`src/rtl/shifter_pipe.sv`:
```
// Pipelined barrel shifter (LSL/LSR/ASR/ROR): one power-of-two mux stage per register, valid/ready handshake.
// Define SHIFTER_CARRY_OUT_EN to add the registered out_carry output (last bit shifted out).
module shifter_pipe #(
  parameter  int WIDTH = 32,
  localparam int LOG2W = $clog2(WIDTH)
) (
  input  logic             clk,
  input  logic             reset,
  input  logic             in_valid,
  output logic             in_ready,
  input  logic [1:0]       in_op,
  input  logic [LOG2W-1:0] in_shamt,
  input  logic [WIDTH-1:0] in_data,
  output logic             out_valid,
  input  logic             out_ready,
  output logic [WIDTH-1:0] out_data
`ifdef SHIFTER_CARRY_OUT_EN
  ,
  output logic             out_carry
`endif
);

  typedef enum logic [1:0] {
    OP_LSL = 2'b00,
    OP_LSR = 2'b01,
    OP_ASR = 2'b10,
    OP_ROR = 2'b11
  } shift_op_e;

  // Stage registers; index k holds the result of the 2^k mux stage.
  logic [WIDTH-1:0] q_data  [LOG2W];
  shift_op_e        q_op    [LOG2W];
  logic [LOG2W-1:0] q_shamt [LOG2W];
  logic             q_valid [LOG2W];

  // Inputs to each stage (stage 0 from the ports, others from the previous register).
  logic [WIDTH-1:0] src_data  [LOG2W];
  shift_op_e        src_op    [LOG2W];
  logic [LOG2W-1:0] src_shamt [LOG2W];
  logic             src_valid [LOG2W];
  logic [WIDTH-1:0] nxt_data  [LOG2W];

`ifdef SHIFTER_CARRY_OUT_EN
  logic q_carry   [LOG2W];
  logic src_carry [LOG2W];
  logic nxt_carry [LOG2W];
`endif

  logic stall;

  function automatic logic [WIDTH-1:0] shift_data(input logic [WIDTH-1:0] d,
                                                  input shift_op_e op,
                                                  input int unsigned amt);
    case (op)
      OP_LSL:  shift_data = d << amt;
      OP_LSR:  shift_data = d >> amt;
      OP_ASR:  shift_data = $signed(d) >>> amt;
      OP_ROR:  shift_data = (d >> amt) | (d << (WIDTH - amt));
      default: shift_data = d;
    endcase
  endfunction

`ifdef SHIFTER_CARRY_OUT_EN
  // Last bit leaving this stage: d[WIDTH-amt] for LSL, d[amt-1] otherwise (ROR wraps it to the MSB).
  function automatic logic shift_carry(input logic [WIDTH-1:0] d,
                                       input shift_op_e op,
                                       input int unsigned amt);
    logic [WIDTH-1:0] t;
    t = (op == OP_LSL) ? (d >> (WIDTH - amt)) : (d >> (amt - 1));
    return t[0];
  endfunction
`endif

  assign out_valid = q_valid[LOG2W-1];
  assign out_data  = q_data[LOG2W-1];
  assign stall     = out_valid && !out_ready;
  assign in_ready  = !stall;
`ifdef SHIFTER_CARRY_OUT_EN
  assign out_carry = q_carry[LOG2W-1];
`endif

  // NOTE: every element of every always_comb output is assigned on every pass, so no latches are inferred.
  always_comb begin
    src_data[0]  = in_data;
    src_op[0]    = shift_op_e'(in_op);
    src_shamt[0] = in_shamt;
    src_valid[0] = in_valid && in_ready;
`ifdef SHIFTER_CARRY_OUT_EN
    src_carry[0] = 1'b0;
`endif
    for (int k = 1; k < LOG2W; k++) begin
      src_data[k]  = q_data[k-1];
      src_op[k]    = q_op[k-1];
      src_shamt[k] = q_shamt[k-1];
      src_valid[k] = q_valid[k-1];
`ifdef SHIFTER_CARRY_OUT_EN
      src_carry[k] = q_carry[k-1];
`endif
    end
    for (int k = 0; k < LOG2W; k++) begin
      nxt_data[k] = src_shamt[k][k] ? shift_data(src_data[k], src_op[k], 1 << k) : src_data[k];
`ifdef SHIFTER_CARRY_OUT_EN
      nxt_carry[k] = src_shamt[k][k] ? shift_carry(src_data[k], src_op[k], 1 << k) : src_carry[k];
`endif
    end
  end

  // NOTE: the stage arrays are a handful of flops, not RAM, so clearing them all on reset is cheap and keeps out_data at 0.
  // NOTE: non-blocking assignments here so every stage samples the previous stage's old value on the same edge.
  always_ff @(posedge clk) begin
    if (reset) begin
      for (int k = 0; k < LOG2W; k++) begin
        q_data[k]  <= '0;
        q_op[k]    <= OP_LSL;
        q_shamt[k] <= '0;
        q_valid[k] <= 1'b0;
`ifdef SHIFTER_CARRY_OUT_EN
        q_carry[k] <= 1'b0;
`endif
      end
    end else if (!stall) begin
      // The whole pipe, bubbles included, advances together or not at all.
      for (int k = 0; k < LOG2W; k++) begin
        q_data[k]  <= nxt_data[k];
        q_op[k]    <= src_op[k];
        q_shamt[k] <= src_shamt[k];
        q_valid[k] <= src_valid[k];
`ifdef SHIFTER_CARRY_OUT_EN
        q_carry[k] <= nxt_carry[k];
`endif
      end
    end
  end

endmodule

```
`config.mk`:
```
export PLATFORM = sky130hd
export DESIGN_NAME = shifter_pipe
export DESIGN_NICKNAME = d
export VERILOG_FILES = /design/src/rtl/shifter_pipe.sv
export SDC_FILE = /design/constraint.sdc
export NUM_CORES = 1
export LEC_CHECK = 0
export BUFFER_PORTS_ARGS = -buffer_cell sky130_fd_sc_hd__buf_2
export CAP_MARGIN = 20
export CORE_MARGIN = 5
export CORE_UTILIZATION = 30
export CTS_BUF_LIST = sky130_fd_sc_hd__clkbuf_4 sky130_fd_sc_hd__clkbuf_8
export DETAILED_ROUTE_END_ITERATION = 8
export GPL_ROUTABILITY_DRIVEN = 0
export HOLD_SLACK_MARGIN = 0.1
export PLACE_DENSITY_LB_ADDON = 0.25
export SLEW_MARGIN = 10
export SYNTH_ARGS = -nofsm -noshare
export SYNTH_HDL_FRONTEND = slang
export SYNTH_SLANG_ARGS = --single-unit
```
`constraint.sdc`:
```
create_clock -name clk -period 7.7 [get_ports clk]
set_input_delay 0.77 -clock clk [delete_from_list [all_inputs] [get_ports clk]]
set_output_delay 0.77 -clock clk [all_outputs]
set_load 0.01 [all_outputs]
```
==> impl_metrics.toml <==
[logic_synthesis]
yosysUniqueCellTypes = 36
synth_edf_count = 183
syn_nets = 970
syn_inst = 927
syn_avg_cell_area_um2 = 10.4
syn-cell-area_um2 = 9630
ys_seq_area_frac = 0.571
async_flop_share = 0
ys_ff_latch = 183
yosysWarnings = 0
ys.flop_type = "edfxtp_1"

[routing]
first_iter_violations = 381
postRouteAntennaNets = 0
via_per_inst = 4.94
drt-pass1-iter-count = 5
drc = 0
wl_per_cell_um = 15.3
totalWireLength_mm = 20.5
wl_met2_mm = 9.67
route.met3.wl_um = 743
vias = 6598
routed.top_layer = "met4"
m1WireLength_mm = 9.90

[sta]
setup_viol = 0
maxSlewViolCount = 0
hold_viol = 0
fin_setup_tns_ns = 0
relSlewSlack = 0.334
finalClockSkew_ns = 0.0220
period_needed_ns = 2.34
worst_pin_slew_ns = 0.999
fmax_mhz = 428
rsz0062_at_grt = "no"
finalCritPeriodShare = 0.304

[power]
p_leak_uw = 0.00365
pwr-share-comb = 0.102
p_seq_frac = 0.594
p_per_area_nw_per_um2 = 198
switchingPower_uw = 567
vdd_drop_max_mv = 0.120
clkPwrFrac = 0.304
p_int_uw = 1480
power_switching_share = 0.277

[layout]
multi_input_area_um2 = 3450
filler_cell_count = 3253
regArea_um2 = 5500
diodes = 0
drive_gt1_frac = 0.158
syn_to_final_growth_pct = 6.95
layout.nets = 964
final_cells = 1336

[worst_setup_path]
worst_ep_arrival_time_ns = 2.50
critPathRequiredTime_ns = 7.86
endpoint_kind = "register"
crit_fanout = 79
critPathLaunchType = "input pin"
critical_path_class = "input pin to register"

[clock_network]
path_clk_slew_ns = 0.10
root_buffer = "clkbuf_8"
cts_buffers = 17
cts_max_level = 4
ctsHoldBuffers = 0
cts_resized = 0
clock_path_buffers = 2
cts_sinks = 183
clk_latency_ns = 0.47
post-cts-setup-buffers = 0
cts_tree = "yes"

[global_routing]
antenna_found_initial = 0
grt_pass1_vias = 6271
grt_usage = 0.114
grt-ovfl-total = 0
grt_pass1_wl_mm = 33.7
grt_max_degree = 97

[floorplanning]
die_x_um = 189
start_util = 0.304
dieArea_um2 = 35800
coreArea_um2 = 31600
die_h_um = 189
num_io_pins = 77
rows = 65

[placed_design]
port_buffers = 76
place_inst = 1303
hpwl_mm = 13.7

[job]
drv_cap = 0

[outcome]
status = "completed"

[worst_hold_path]
min_path_type = "register to register"
[synth_stat cells, types with 2 or more instances]
cell type	count	area share
nand2_1	223	0.087
or2_2	4	0.0026
a21oi_1	16	0.0083
nand2b_1	16	0.010
buf_1	2	0.00078
a22oi_1	18	0.014
a311oi_1	93	0.085
a311oi_2	17	0.027
buf_8	2	0.0031
and2_1	35	0.023
o21ai_0	14	0.0073
buf_6	6	0.0070
nor2b_1	2	0.0013
a211oi_1	16	0.012
and2b_1	2	0.0016
nand3_1	17	0.0088
buf_4	42	0.033
edfxtp_1	183	0.57
mux2_2	2	0.0023
nor2_1	145	0.057
clkbuf_1	26	0.010
nor2_4	2	0.0023
buf_2	31	0.016
[area by class of cell]
type                            count  area share
Sequential cell                   183       0.534
Multi-Input combinational cell    631       0.335
Tap cell                          402      0.0488
Timing Repair Buffer               86      0.0462
Clock buffer                       17      0.0227
Clock inverter                     15      0.0129
Inverter                            2    0.000729
[worst max-delay path, stage by stage]
cell	delay (ns)
buf_2	0.09
nand2b_2	0.20
nand2b_4	0.52
buf_4	0.40
buf_16	0.32
a311oi_1	0.09
[worst paths after layout]
kind,end,depth (start not counted),slack [ns],startpoint
max,q_data[0][3]$_SDFFCE_PN0P_,6,5.36,out_ready
min,q_shamt[0][9]$_SDFFCE_PN0P_,1,0.51,q_shamt[0][4]$_SDFFCE_PN0P_
max reg2reg,q_data[0][9]$_SDFFCE_PN0P_,3,5.39,q_valid[0][4]$_SDFFCE_PN0P_
min reg2reg,q_shamt[0][9]$_SDFFCE_PN0P_,1,0.51,q_shamt[0][4]$_SDFFCE_PN0P_
[layer usage]
metal / GRT usage / up-vias
met5: 0 / -
met4: 0.0258 / 0
met3: 0.0219 / 16
met2: 0.182 / 114
met1: 0.162 / 3148
li1: - / 3320
[through the flow]
step | hold slack (ns) | util | area, um^2 | setup WS (ns) | total power (uW)
2_1_floorplan | 0.497 | - | 9630 | 4.06 | 1390
3_3_place_gp | 0.500 | 0.313 | 9900 | 4.65 | 1440
3_5_place_dp | 0.502 | 0.313 | 9900 | 4.60 | 1450
4_1_cts | 0.516 | 0.325 | 10300 | 5.11 | 2070
5_1_grt | 0.533 | 0.325 | 10300 | 5.21 | 2150
6_report | 0.514 | 0.325 | 10300 | 5.36 | 2040
[sequential cells by signal, summed over array words and instances, names as in the netlist]
| name | flops |
|---|---|
| q_data | 160 |
| q_shamt | 10 |
| q_op | 8 |
| q_valid | 5 |
[power by group through the flow]
stage | registers, uW | clock network (uW) | logic [uW]
3_5_place_dp | 1240 | 0 | 209
3_3_place_gp | 1240 | 0 | 205
5_1_grt | 1220 | 687 | 237
2_1_floorplan | 1210 | 0 | 178
4_1_cts | 1220 | 647 | 209
6_report | 1210 | 621 | 208
[kinds of logic (layout without fill, tap and decap cells)]
group	count (synthesis)	after routing	synth area share
compound gates	178	178	0.157
xor+xnor	1	1	0.00169
buf+inv	113	120	0.0720
flops	183	183	0.571
mux	2	2	0.00234
simple gates	450	450	0.196
[placed cells by master (no fill, tap or decap), types with 2 or more instances in the layout]
| cell type | n |
|---|---|
| or2_2 | 3 |
| nand3_1 | 17 |
| nor2b_1 | 2 |
| mux2_2 | 2 |
| a311oi_1 | 93 |
| edfxtp_1 | 183 |
| buf_4 | 9 |
| a211oi_1 | 16 |
| inv_6 | 5 |
| buf_2 | 76 |
| inv_8 | 5 |
| clkbuf_8 | 17 |
| a311oi_2 | 17 |
| and2b_1 | 2 |
| nor2_4 | 2 |
| nand2_1 | 223 |
| a22oi_1 | 18 |
| and2_1 | 35 |
| o21ai_0 | 14 |
| clkinv_4 | 2 |
| nor2_1 | 145 |
| a21oi_1 | 16 |
| clkinv_1 | 2 |
| nand2b_1 | 15 |
Note: power is estimated with default switching activity, not from simulation.
